File: src/rtl/uart_rx_pkg.sv
// Shared definitions for the UART receive controller.
//   state_t         : receiver FSM state encoding
//   PRESCALE_8/16   : the two supported oversampling ratios
//   legal_prescale  : maps any prescale value onto a supported ratio
package uart_rx_pkg;

    typedef enum logic [2:0] {
        IDLE   = 3'd0,
        START  = 3'd1,
        DATA   = 3'd2,
        PARITY = 3'd3,
        STOP   = 3'd4
    } state_t;

    localparam int PRESCALE_8  = 8;
    localparam int PRESCALE_16 = 16;

    // Unsupported ratios run as x16 so a bad setting can never stretch a
    // frame beyond 16 clocks per bit.
    function automatic logic [4:0] legal_prescale(input logic [4:0] p);
        return (p == 5'(PRESCALE_8)) ? p : 5'(PRESCALE_16);
    endfunction

endpackage

File: src/rtl/edge_bit_counter.sv
// Oversampling edge counter and bit counter for the UART receiver.
//   clk, rst   : clock, asynchronous active-high reset
//   enable     : count while high; both counters are held at zero when low
//   clear      : holds bit_cnt at zero (edge counting continues)
//   prescale   : edges per bit (already latched by the controller)
//   edge_cnt   : edge index inside the current bit, 0..prescale-1
//   bit_cnt    : number of completed bits since clear was released
//   bit_done   : high on the last edge of a bit (the bit boundary)
module edge_bit_counter #(
    parameter int BIT_W = 4
) (
    input  logic             clk,
    input  logic             rst,
    input  logic             enable,
    input  logic             clear,
    input  logic [4:0]       prescale,
    output logic [4:0]       edge_cnt,
    output logic [BIT_W-1:0] bit_cnt,
    output logic             bit_done
);

    assign bit_done = enable && (edge_cnt == prescale - 5'd1);

    // NOTE: sequential state is updated with <= so every register samples
    // the pre-edge values of the others, independent of statement order.
    always_ff @(posedge clk or posedge rst) begin
        if (rst) begin
            edge_cnt <= '0;
            bit_cnt  <= '0;
        end else if (!enable) begin
            edge_cnt <= '0;
            bit_cnt  <= '0;
        end else begin
            edge_cnt <= bit_done ? 5'd0 : edge_cnt + 5'd1;
            if (clear)
                bit_cnt <= '0;
            else if (bit_done)
                bit_cnt <= bit_cnt + BIT_W'(1);
        end
    end

endmodule

File: src/rtl/uart_rx_ctrl.sv
// UART receive controller: frame FSM, deserializer and parity/stop checks.
//   clk, rst      : oversampling clock, asynchronous active-high reset
//   RX_IN         : serial line (idle high), used only for start detection
//   prescale      : oversampling ratio (8 or 16), latched at frame start
//   PAR_EN        : parity bit present, latched at frame start
//   PAR_TYP       : 0 even / 1 odd parity, latched at frame start
//   sampled_bit   : majority-voted bit value from the sampling stage
//   data_samp_en  : enables the sampling stage while a frame is active
//   edge_cnt      : oversampling edge index within the current bit
//   P_DATA        : received word (LSB first on the line)
//   data_valid    : one-cycle pulse after a frame with no errors
//   par_err       : one-cycle pulse after a frame with a parity mismatch
//   stp_err       : one-cycle pulse after a frame whose stop bit was 0
module uart_rx_ctrl
    import uart_rx_pkg::*;
#(
    parameter int DATA_WIDTH = 8
) (
    input  logic                  clk,
    input  logic                  rst,
    input  logic                  RX_IN,
    input  logic [4:0]            prescale,
    input  logic                  PAR_EN,
    input  logic                  PAR_TYP,
    input  logic                  sampled_bit,
    output logic                  data_samp_en,
    output logic [4:0]            edge_cnt,
    output logic [DATA_WIDTH-1:0] P_DATA,
    output logic                  data_valid,
    output logic                  par_err,
    output logic                  stp_err
);

    localparam int BIT_W = $clog2(DATA_WIDTH + 1);

    state_t                state, state_next;
    logic [4:0]            presc_q;
    logic                  par_en_q, par_typ_q, par_mis_q;
    logic [DATA_WIDTH-1:0] shift_q;
    logic [BIT_W-1:0]      bit_cnt;
    logic                  bit_done, last_bit;
    logic                  cnt_clear, start_frame, shift_en, par_chk, stop_chk;

    edge_bit_counter #(.BIT_W(BIT_W)) u_cnt (
        .clk      (clk),
        .rst      (rst),
        .enable   (data_samp_en),
        .clear    (cnt_clear),
        .prescale (presc_q),
        .edge_cnt (edge_cnt),
        .bit_cnt  (bit_cnt),
        .bit_done (bit_done)
    );

    assign last_bit = (bit_cnt == BIT_W'(DATA_WIDTH - 1));
    assign P_DATA   = shift_q;

    // State register
    always_ff @(posedge clk or posedge rst) begin
        if (rst)
            state <= IDLE;
        else
            state <= state_next;
    end

    // Next-state logic
    always_comb begin
        // NOTE: default assignment first, so no path leaves state_next
        // unassigned and no latch is inferred.
        state_next = state;
        unique case (state)
            IDLE:   if (!RX_IN)   state_next = START;
            START:  if (bit_done) state_next = sampled_bit ? IDLE : DATA;
            DATA:   if (bit_done && last_bit)
                        state_next = par_en_q ? PARITY : STOP;
            PARITY: if (bit_done) state_next = STOP;
            STOP:   if (bit_done) state_next = IDLE;
            default:              state_next = IDLE;
        endcase
    end

    // Output / strobe decode
    always_comb begin
        data_samp_en = (state != IDLE);
        // bit_cnt only counts inside DATA, so it indexes the payload bits.
        cnt_clear    = (state != DATA);
        start_frame  = (state == IDLE) && !RX_IN;
        shift_en     = (state == DATA)   && bit_done;
        par_chk      = (state == PARITY) && bit_done;
        stop_chk     = (state == STOP)   && bit_done;
    end

    // Frame configuration, deserializer, checks and result pulses
    always_ff @(posedge clk or posedge rst) begin
        // NOTE: every register here, including the data shift register,
        // has an explicit reset so no partial frame survives a reset.
        if (rst) begin
            presc_q    <= 5'(PRESCALE_8);
            par_en_q   <= 1'b0;
            par_typ_q  <= 1'b0;
            par_mis_q  <= 1'b0;
            shift_q    <= '0;
            data_valid <= 1'b0;
            par_err    <= 1'b0;
            stp_err    <= 1'b0;
        end else begin
            if (start_frame) begin
                presc_q   <= legal_prescale(prescale);
                par_en_q  <= PAR_EN;
                par_typ_q <= PAR_TYP;
                par_mis_q <= 1'b0;
            end
            if (shift_en)
                shift_q <= {sampled_bit, shift_q[DATA_WIDTH-1:1]};
            if (par_chk)
                par_mis_q <= (sampled_bit != ((^shift_q) ^ par_typ_q));
            data_valid <= stop_chk && sampled_bit && !par_mis_q;
            par_err    <= stop_chk && par_mis_q;
            stp_err    <= stop_chk && !sampled_bit;
        end
    end

endmodule

File: config.mk
export PLATFORM = sky130hd
export DESIGN_NAME = uart_rx_ctrl
export DESIGN_NICKNAME = d
export VERILOG_FILES = /design/src/rtl/uart_rx_pkg.sv /design/src/rtl/edge_bit_counter.sv /design/src/rtl/uart_rx_ctrl.sv
export SDC_FILE = /design/constraint.sdc
export NUM_CORES = 1
export LEC_CHECK = 0
export CORE_UTILIZATION = 46
export CTS_CLUSTER_DIAMETER = 60
export DETAILED_ROUTE_END_ITERATION = 7
export PLACE_DENSITY = 0.76
export SYNTH_ARGS = -nofsm -noshare
export SYNTH_HDL_FRONTEND = slang
export SYNTH_SLANG_ARGS = --single-unit
File: constraint.sdc
create_clock -name clk -period 1.9 [get_ports clk]
set_input_delay 0.38 -clock clk [delete_from_list [all_inputs] [get_ports clk]]
set_output_delay 0.38 -clock clk [all_outputs]
set_load 0.005 [all_outputs]
==> results of run 1 <==
## worst paths after layout
kind	to	slack [ns]	startpoint	cells past startpoint
setup / recovery	state[1]	-0.18	presc_q[0]	8
hold / removal	presc_q[1]	0.34	rst	2
setup reg to reg	state[1]	-0.18	presc_q[0]	8
hold reg to reg	state[1]	0.49	state[2]	1
max in group asynchronous	state[2]	1.07	rst	3
min in group clk	state[1]	0.49	state[2]	1
## per-stage QoR
step | setup slack (ns) | instance area (sq um) | utilization, %
final | -0.179 | 2150 | 70.0
after global routing | -0.247 | 2150 | 70.0
after CTS | -0.160 | 2040 | 66.3
after detailed placement | -0.210 | 1920 | 62.4
after global placement | -0.110 | 1920 | 62.4
after floorplan | -0.0246 | 1520 | -
## flip-flops by register name, summed over array words and instances (netlist names)
register	cells
P_DATA	8
par_err	1
par_en_q	1
state	3
stp_err	1
par_typ_q	1
u_cnt.bit_cnt	4
par_mis_q	1
u_cnt.edge_cnt	5
data_valid	1
presc_q	5
## per-layer routing
metal  vias to the layer above  part of all wire [%]  global-route usage (%)
met5                         -                     0                       0
met4                         0                   2.1                    9.18
met3                         9                   4.4                    4.80
met2                        35                    52                    36.4
met1                       569                    41                    23.0
li1                        570                     -                       -
## logic make-up (layout without fill, tap and decap cells)
kind of cell / Yosys count / count (layout) / share of synthesized area, %
flip-flops: 31 / 31 / 52.0
adder cells (fa/ha/maj): 3 / 3 / 2.51
XOR/XNOR: 19 / 19 / 11.1
multiplexers: 10 / 10 / 7.36
buffers and inverters: 10 / 59 / 3.10
AO/OA/AOI/OAI: 15 / 15 / 7.11
AND/OR/NAND/NOR: 51 / 51 / 16.8
## synth_stat cells, drive strengths merged, types with 2 or more instances
cell,n,area [sq um]
dfrtp,30,751
nor2,16,60.1
xnor2,12,105
nand2,11,41.3
mux2,8,90.1
nand3,7,35.0
xor2,7,61.3
inv,6,22.5
o21ai,5,25.0
nor3,4,20.0
a21oi,3,15.0
ha,3,37.5
buf,2,16.3
clkbuf,2,7.51
mux2i,2,20.0
nor2b,2,12.5
nor4b,2,17.5
or3,2,12.5
or4b,2,20.0
## critical path, delay by kind of cell (launching register included)
kind / cells / cell delay [ns]
simple gates: 1 / 0.48
buf+inv: 2 / 0.24
flops: 1 / 0.39
compound gates: 4 / 0.75
fa+ha+maj: 1 / 0.17
## power breakdown
group | switching (mW) | total, mW | internal, mW
Sequential | 0.129 | 0.892 | 0.763
Combinational | 0.298 | 0.707 | 0.409
Clock | 0.232 | 0.543 | 0.311
Total | 0.659 | 2.14 | 1.48
## what timing repair did
action / CTS / global route
buffers inserted: 2 / 3
resized for setup: 6 / 23
hold endpoints to repair: 0 / 0
setup endpoints to repair: 16 / 20
pin swaps: 3 / 4
## layout make-up
cell class / instances / area, sq um / share of cell area [%]
clock inverters: 2 / 35.0 / 1.63
inverters: 6 / 22.5 / 1.05
repair buffers: 45 / 432 / 20.0
flip-flops and latches: 31 / 779 / 36.2
multi-input cells: 98 / 779 / 36.2
well taps: 44 / 55.1 / 2.56
clock buffers: 6 / 51.3 / 2.38
==> run summary, run 1 <==
Max Slew Vio Count = 0
Root buffer cell = clkbuf_4
Unrepaired setup endpoints after global routing = yes
Die H = 59.0 um
Setup tns final = -1.42 ns
Post-route insts no fill = 232
Post-synth EDFFs = 0
Total gr overflow = 0
Final Setup Violations = 16
Total CTS buffers = 5
Leading cell types in the layout, fill and taps excluded = 28 x dfrtp_1, 26 x clkdlybuf4s50_1, 15 x nor2_1
WS Path Type = flip-flop to flip-flop
Fin crit period = 2.08 ns
Status = finished with violations
Critical Path RT = 2.18 ns
Vias post-DR = 1,183
Slowest stage delay, CP = 0.48 ns
DRC violations left = 0
Fmax = 481 MHz
WL/cell = 13.8 um
Crit path arrival time = 2.36 ns
DR pass1 iterations = 4
Ys async rst share = 100%
Detailed placer's ending HPWL = 2260 um
Vias per cell = 5.10
# rows = 20
Crit path capture type = flip-flop
CTS tree = built
PortBufs = 27
P&R area growth vs syn = 44.1%
Core area = 0.00308 sq mm
Syn_nets = 153
Drt total wl = 3200 um
Yosys cell types = 35
Slack of the critical path = -0.179 ns
Seq/Total Area, Yosys = 52.0%
Die Area = 0.00348 sq mm
Clock Skews = 0.00887 ns
Cells after DPL = 219
Critical path's slowest cell = or4b_4
Cells after synthesis = 139
Routability cong. = 0.822
Slew headroom = 68.5%
Post-CTS Hold Buffers = 0
Commonest non-fill, non-tap cell in the layout = dfrtp_1
First-pass GRT wire length = 5150 um
Failing checks = setup timing
Pwr dens = 994 mW/mm^2
DR iter-0 viols = 36
Fin Hold WS = 0.340 ns
Max cap viols = 0
Global Route Usage Sum = 20.4%
Initial antenna violation count = 0
Main synth FF type = dfrtp_1
CP cell instances = inv_2 -> ha_4 -> o21ba_4 -> a221oi_2 -> o2111ai_2 -> buf_6 -> or4b_4 -> a21oi_2
Mapped cell area = 0.00150 sq mm
Antenna diode count = 0
Pin count of the biggest net entering global routing = 22
Tot Pwr = 2.14 mW
P_leak = 0.949 nW
Syn Area/Cell = 10.8 sq um
Final net count = 201
Yosys reg bits = 31
Fillers = 241
Crit-path max FO = 5
Vias in the first global route = 1,184
Initial cell density of the core = 48.6%
IO Count = 28
Clk slew on worst S/H paths = 0.10 ns
Antenna viol nets, final = 0
CTS H-tree lvls = 2
Startpoint types = flip-flop
Worst min-delay path class = input port to async pin
Sink Count = 31
CTS Buffer Depth = 2
Hold Fails Final Rpt = 0
Layout cells sized above 1 = 30.3%
Die width = 59.0 um
Max IR drop VDD = 0.450 mV
YS warnings = 0
Fin crit share = 109%
Worst slew pin tran = 0.472 ns
Clk_lat worst skew = 0.34 ns
Power figures use the tool's default switching activity.
==> run 2: changes to the inputs <==
- CORE_UTILIZATION: 46 -> 45
- CTS_BUF_LIST: unset -> sky130_fd_sc_hd__clkbuf_8
- HOLD_SLACK_MARGIN: unset -> 0.05
- PLACE_DENSITY: 0.76 -> 0.74
==> run 2 against run 1 <==
The flow still finishes with violations (setup timing). Critical path depth did not move. Flip-flop and latch count did not move. Clock-buffer cell count did not move. Final cell count fell by 0.86%. Combinational power fell by 5.1%. Global-route usage barely moved. Clock skew fell by 0.0048 ns. Worst hold slack improved by 0.12 ns. Total power rose by 3.8%. Clock power rose by 23%. Die area rose by 2.1%. Via count fell by 5.8%. Critical endpoint unchanged. Largest cell class unchanged. Largest power group unchanged. Highest routed layer unchanged.
==> run summary, run 2 (synthesis results as in run 1) <==
Place WS = -0.165 ns
Startpoint types = flip-flop
DRC violations left = 0
CTS tree = built
Final Setup Violations = 16
DR pass1 iterations = 4
Failing checks = setup timing
Post-CTS Hold Buffers = 0
Fin crit share = 108%
Final Core Density = 68.4%
Vias in the first global route = 1,158
WL/cell = 13.3 um
Die width = 59.6 um
WS Path Type = flip-flop to flip-flop
Leading cell types in the layout, fill and taps excluded = 28 x dfrtp_1, 27 x clkdlybuf4s50_1, 15 x nor2_1, 15 x buf_4, 12 x xnor2_1
Clk_lat worst skew = 0.29 ns
Die H = 59.6 um
# rows = 20
Fmax = 489 MHz
Fin crit period = 2.04 ns
Max cap viols = 0
Fillers = 266
Vias per cell = 4.84
DR iter-0 viols = 29
Die Area = 0.00356 sq mm
Worst path bufs/invs = 2
CTS H-tree lvls = 2
Worst min-delay path class = input port to async pin
Slack of the critical path = -0.144 ns
Clock Skews = 0.00409 ns
Reg2reg start = presc_q[0]
R2R cell count = 8
First-pass GRT wire length = 5090 um
Fin Hold WS = 0.463 ns
Worst R2R Setup Slack = -0.14 ns
Critical Path RT = 2.11 ns
Antenna diode count = 0
IO Count = 28
Root buffer cell = clkbuf_8
Detailed placer's ending HPWL = 2160 um
Largest register FFs = 8
Worst slew pin tran = 0.426 ns
Routability cong. = 0.753
Slew headroom = 71.5%
Status = finished with violations
Initial antenna violation count = 0
P&R area growth vs syn = 42.0%
Total gr overflow = 0
Commonest non-fill, non-tap cell in the layout = dfrtp_1
Largest delay share family, worst path = compound AO/OA/AOI/OAI gates
Crit-path max FO = 7
Post-route insts no fill = 230
Sink Count = 31
PortBufs = 27
Core area = 0.00310 sq mm
Setup tns final = -0.822 ns
Crit path arrival time = 2.26 ns
Worst R2R End = state[1]
Pwr dens = 1050 mW/mm^2
Global Route Usage Sum = 20.3%
Max Slew Vio Count = 0
P_leak = 0.934 nW
Clk slew on worst S/H paths = 0.06 ns
Hold Fails Final Rpt = 0
Pin count of the biggest net entering global routing = 32
Unrepaired setup endpoints after global routing = yes
Max IR drop VDD = 0.794 mV
Critical path's slowest cell = or4b_1
Total CTS buffers = 5
Antenna viol nets, final = 0
CP cell instances = inv_2 -> ha_4 -> o21ba_1 -> a221oi_2 -> o2111ai_2 -> buf_6 -> or4b_1 -> a21oi_1
Crit path capture type = flip-flop
Layout cells sized above 1 = 26.3%
Initial cell density of the core = 48.2%
Slowest stage delay, CP = 0.46 ns
Final net count = 199
Vias post-DR = 1,114
Cells after DPL = 219
CTS Buffer Depth = 2
Drt total wl = 3060 um
-- run 2: what timing repair did --
item                       4_1_cts  5_1_grt
resized for setup               14        7
setup buffers                    3        0
pin swaps                        6        2
setup endpoints to repair       18       20
-- run 2: where the power goes --
part	internal [mW]	total, mW	switching, mW
registers	0.765	0.886	0.121
logic	0.376	0.671	0.295
clock network	0.424	0.667	0.243
-- run 2: through the flow --
step           power, mW  instance area, sq um
6_report            2.22                  2120
5_1_grt             2.35                  2120
4_1_cts             2.24                  2100
3_5_place_dp        1.52                  1910
3_3_place_gp        1.50                  1910
2_1_floorplan       1.25                  1520
-- run 2: worst max-delay path by stage --
stage / endpoint / startpoint / depth (start not counted)
global route: state[1] / presc_q[0] / 8
CTS: state[1] / presc_q[0] / 8
global placement: P_DATA[3] / presc_q[1] / 7
floorplan: state[1] / presc_q[0] / 8
finish: state[1] / presc_q[0] / 8
detailed placement: state[1] / presc_q[1] / 8
-- run 2: final cells by class --
cell class | instances | area, sq um | area share (%)
Sequential cell | 31 | 779 | 36.7
Multi-Input combinational cell | 98 | 754 | 35.5
Timing Repair Buffer | 43 | 394 | 18.6
Clock buffer | 6 | 82.6 | 3.89
Tap cell | 44 | 55.1 | 2.59
Clock inverter | 2 | 35.0 | 1.65
Inverter | 6 | 22.5 | 1.06
-- run 2: worst register-to-register path: cells and delay by family, from the launching register on --
kind	cells	cell delay, ns
AOI/OAI and AO/OA	4	0.75
and+or+nand+nor	1	0.46
DFF	1	0.37
buffers and inverters	2	0.23
adders and majority gates	1	0.16
-- run 2: per-layer routing --
metal	vias to the layer above	GRT usage [%]	routed length, um	part of all wire, %
met5	-	0	0	0
met4	0	13.0	78	2.5
met3	8	5.90	136	4.4
met2	26	31.3	1420	46
met1	521	24.9	1420	47
li1	559	-	-	-
==> run 3: changes to the inputs <==
- HOLD_SLACK_MARGIN: 0.05 -> 0.06
- TNS_END_PERCENT: unset -> 50
==> run 3 against run 2 <==
Clock power is essentially flat. Global-route usage shrank 0.60 points. Combinational power grew 1%. Clock skew is essentially flat. The run still ends with setup timing left. Fmax shrank 0.23%. Die area is the same. Highest routed layer unchanged. Largest power group unchanged.
==> run summary, run 3 (synthesis results as in run 1) <==
Unrepaired setup endpoints after global routing = yes
Slack of the critical path = -0.149 ns
CTS tree = built
Worst min-delay path class = input port to async pin
WL/cell = 13.6 um
Crit path capture type = flip-flop
Drt total wl = 3140 um
WS Path Type = flip-flop to flip-flop
Initial antenna violation count = 0
Routability cong. = 0.753
Clk slew on worst S/H paths = 0.07 ns
Place WS = -0.165 ns
Final Core Density = 68.2%
Max cap viols = 0
Vias in the first global route = 1,128
Final net count = 199
Status = finished with violations
Layout cells sized above 1 = 25.8%
Worst R2R End = state[1]
Failing checks = setup timing
Met2 usage = 30.0%
Clk_lat worst skew = 0.28 ns
Worst slew pin tran = 0.450 ns
Clock Skews = 0.00360 ns
Crit path arrival time = 2.26 ns
Initial cell density of the core = 48.2%
Global Route Usage Sum = 19.7%
Tot Pwr = 2.24 mW
Fin Hold WS = 0.471 ns
IO Count = 28
Reg2reg start = presc_q[0]
Setup crit end = state[1]
Antenna viol nets, final = 0
P_leak = 0.928 nW
Fin crit share = 108%
Slowest stage delay, CP = 0.47 ns
Pin count of the biggest net entering global routing = 32
P&R area growth vs syn = 41.5%
Detailed placer's ending HPWL = 2160 um
Critical path's slowest cell = or4b_1
Crit-path max FO = 8
CTS H-tree lvls = 2
Fmax = 488 MHz
First-pass GRT wire length = 4930 um
CP startpoint = presc_q[0]
Startpoint types = flip-flop
GR met1 Demand/Resource = 24.2%
Finished layout cell area = 0.00212 sq mm
Vias per cell = 4.94
Critical Path RT = 2.11 ns
Leading cell types in the layout, fill and taps excluded = 28 x dfrtp_1, 27 x clkdlybuf4s50_1, 15 x nor2_1, 15 x buf_4, 12 x xnor2_1
Root buffer cell = clkbuf_8
Sink Count = 31
Commonest non-fill, non-tap cell in the layout = dfrtp_1
DRC violations left = 0
Max Slew Vio Count = 0
DR iter-0 viols = 29
Die width = 59.6 um
Post-route insts no fill = 230
Die H = 59.6 um
Fin crit period = 2.05 ns
Core area = 0.00310 sq mm
PortBufs = 27
Hold Fails Final Rpt = 0
Die Area = 0.00356 sq mm
Max IR drop VDD = 0.694 mV
CTS Buffer Depth = 2
Area post-placement = 0.00191 sq mm
# rows = 20
Busiest grt layer = met2
Slew headroom = 69.9%
DR pass1 iterations = 5
Largest register FFs = 8
Total gr overflow = 0
M3 GR Usage = 5.90%
CP cell instances = inv_2 -> ha_4 -> o21ba_1 -> a221oi_2 -> o2111ai_2 -> buf_6 -> or4b_1 -> a21oi_1
Vias post-DR = 1,136
R2R cell count = 8
Final Setup Violations = 12
Worst R2R Setup Slack = -0.15 ns
Cells after DPL = 219
Fillers = 259
Antenna diode count = 0
Total CTS buffers = 5
Setup tns final = -0.669 ns
Pwr dens = 1060 mW/mm^2
-- run 3: cell counts in the layout (fill, tap and decap cells not counted) --
Identical to the previous run, type by type.
-- run 3: what timing repair did --
action | CTS | global route
endpoints found under the setup margin | 18 | 20
cloned | 0 | 0
pin swaps | 1 | 6
hold buffers | 0 | 0
setup buffers | 1 | 2
gates resized for setup | 9 | 10
-- run 3: cell type report --
type	count	area, sq um	area share (%)
Sequential cell	31	779	36.8
Multi-Input combinational cell	98	747	35.3
Timing Repair Buffer	43	394	18.6
Clock buffer	6	82.6	3.90
Tap cell	44	55.1	2.60
Clock inverter	2	35.0	1.66
Inverter	6	22.5	1.06
-- run 3: how the worst min path moves through the flow --
stage          slack, ns         end
6_report            0.47   par_typ_q
3_5_place_dp        0.47  data_valid
3_3_place_gp        0.45  data_valid
5_1_grt             0.52  data_valid
4_1_cts             0.47  presc_q[2]
2_1_floorplan       0.43  data_valid
-- run 3: per-layer routing --
| metal | part of all wire (%) | vias to the layer above |
|---|---|---|
| li1 | - | 559 |
| met1 | 45 | 536 |
| met2 | 47 | 34 |
| met3 | 5.3 | 7 |
| met4 | 1.9 | 0 |
| met5 | 0 | - |
-- run 3: worst max-delay path, delay by kind of cell (launching register included) --
family,cells,cell delay [ns]
AO/OA/AOI/OAI,4,0.75
adder cells (fa/ha/maj),1,0.16
buffers and inverters,2,0.23
flip-flops,1,0.37
AND/OR/NAND/NOR,1,0.47
-- run 3: power by group --
group | internal (mW) | switching (mW) | total, mW
clock network | 0.424 | 0.246 | 0.670
logic | 0.383 | 0.299 | 0.681
registers | 0.765 | 0.124 | 0.888
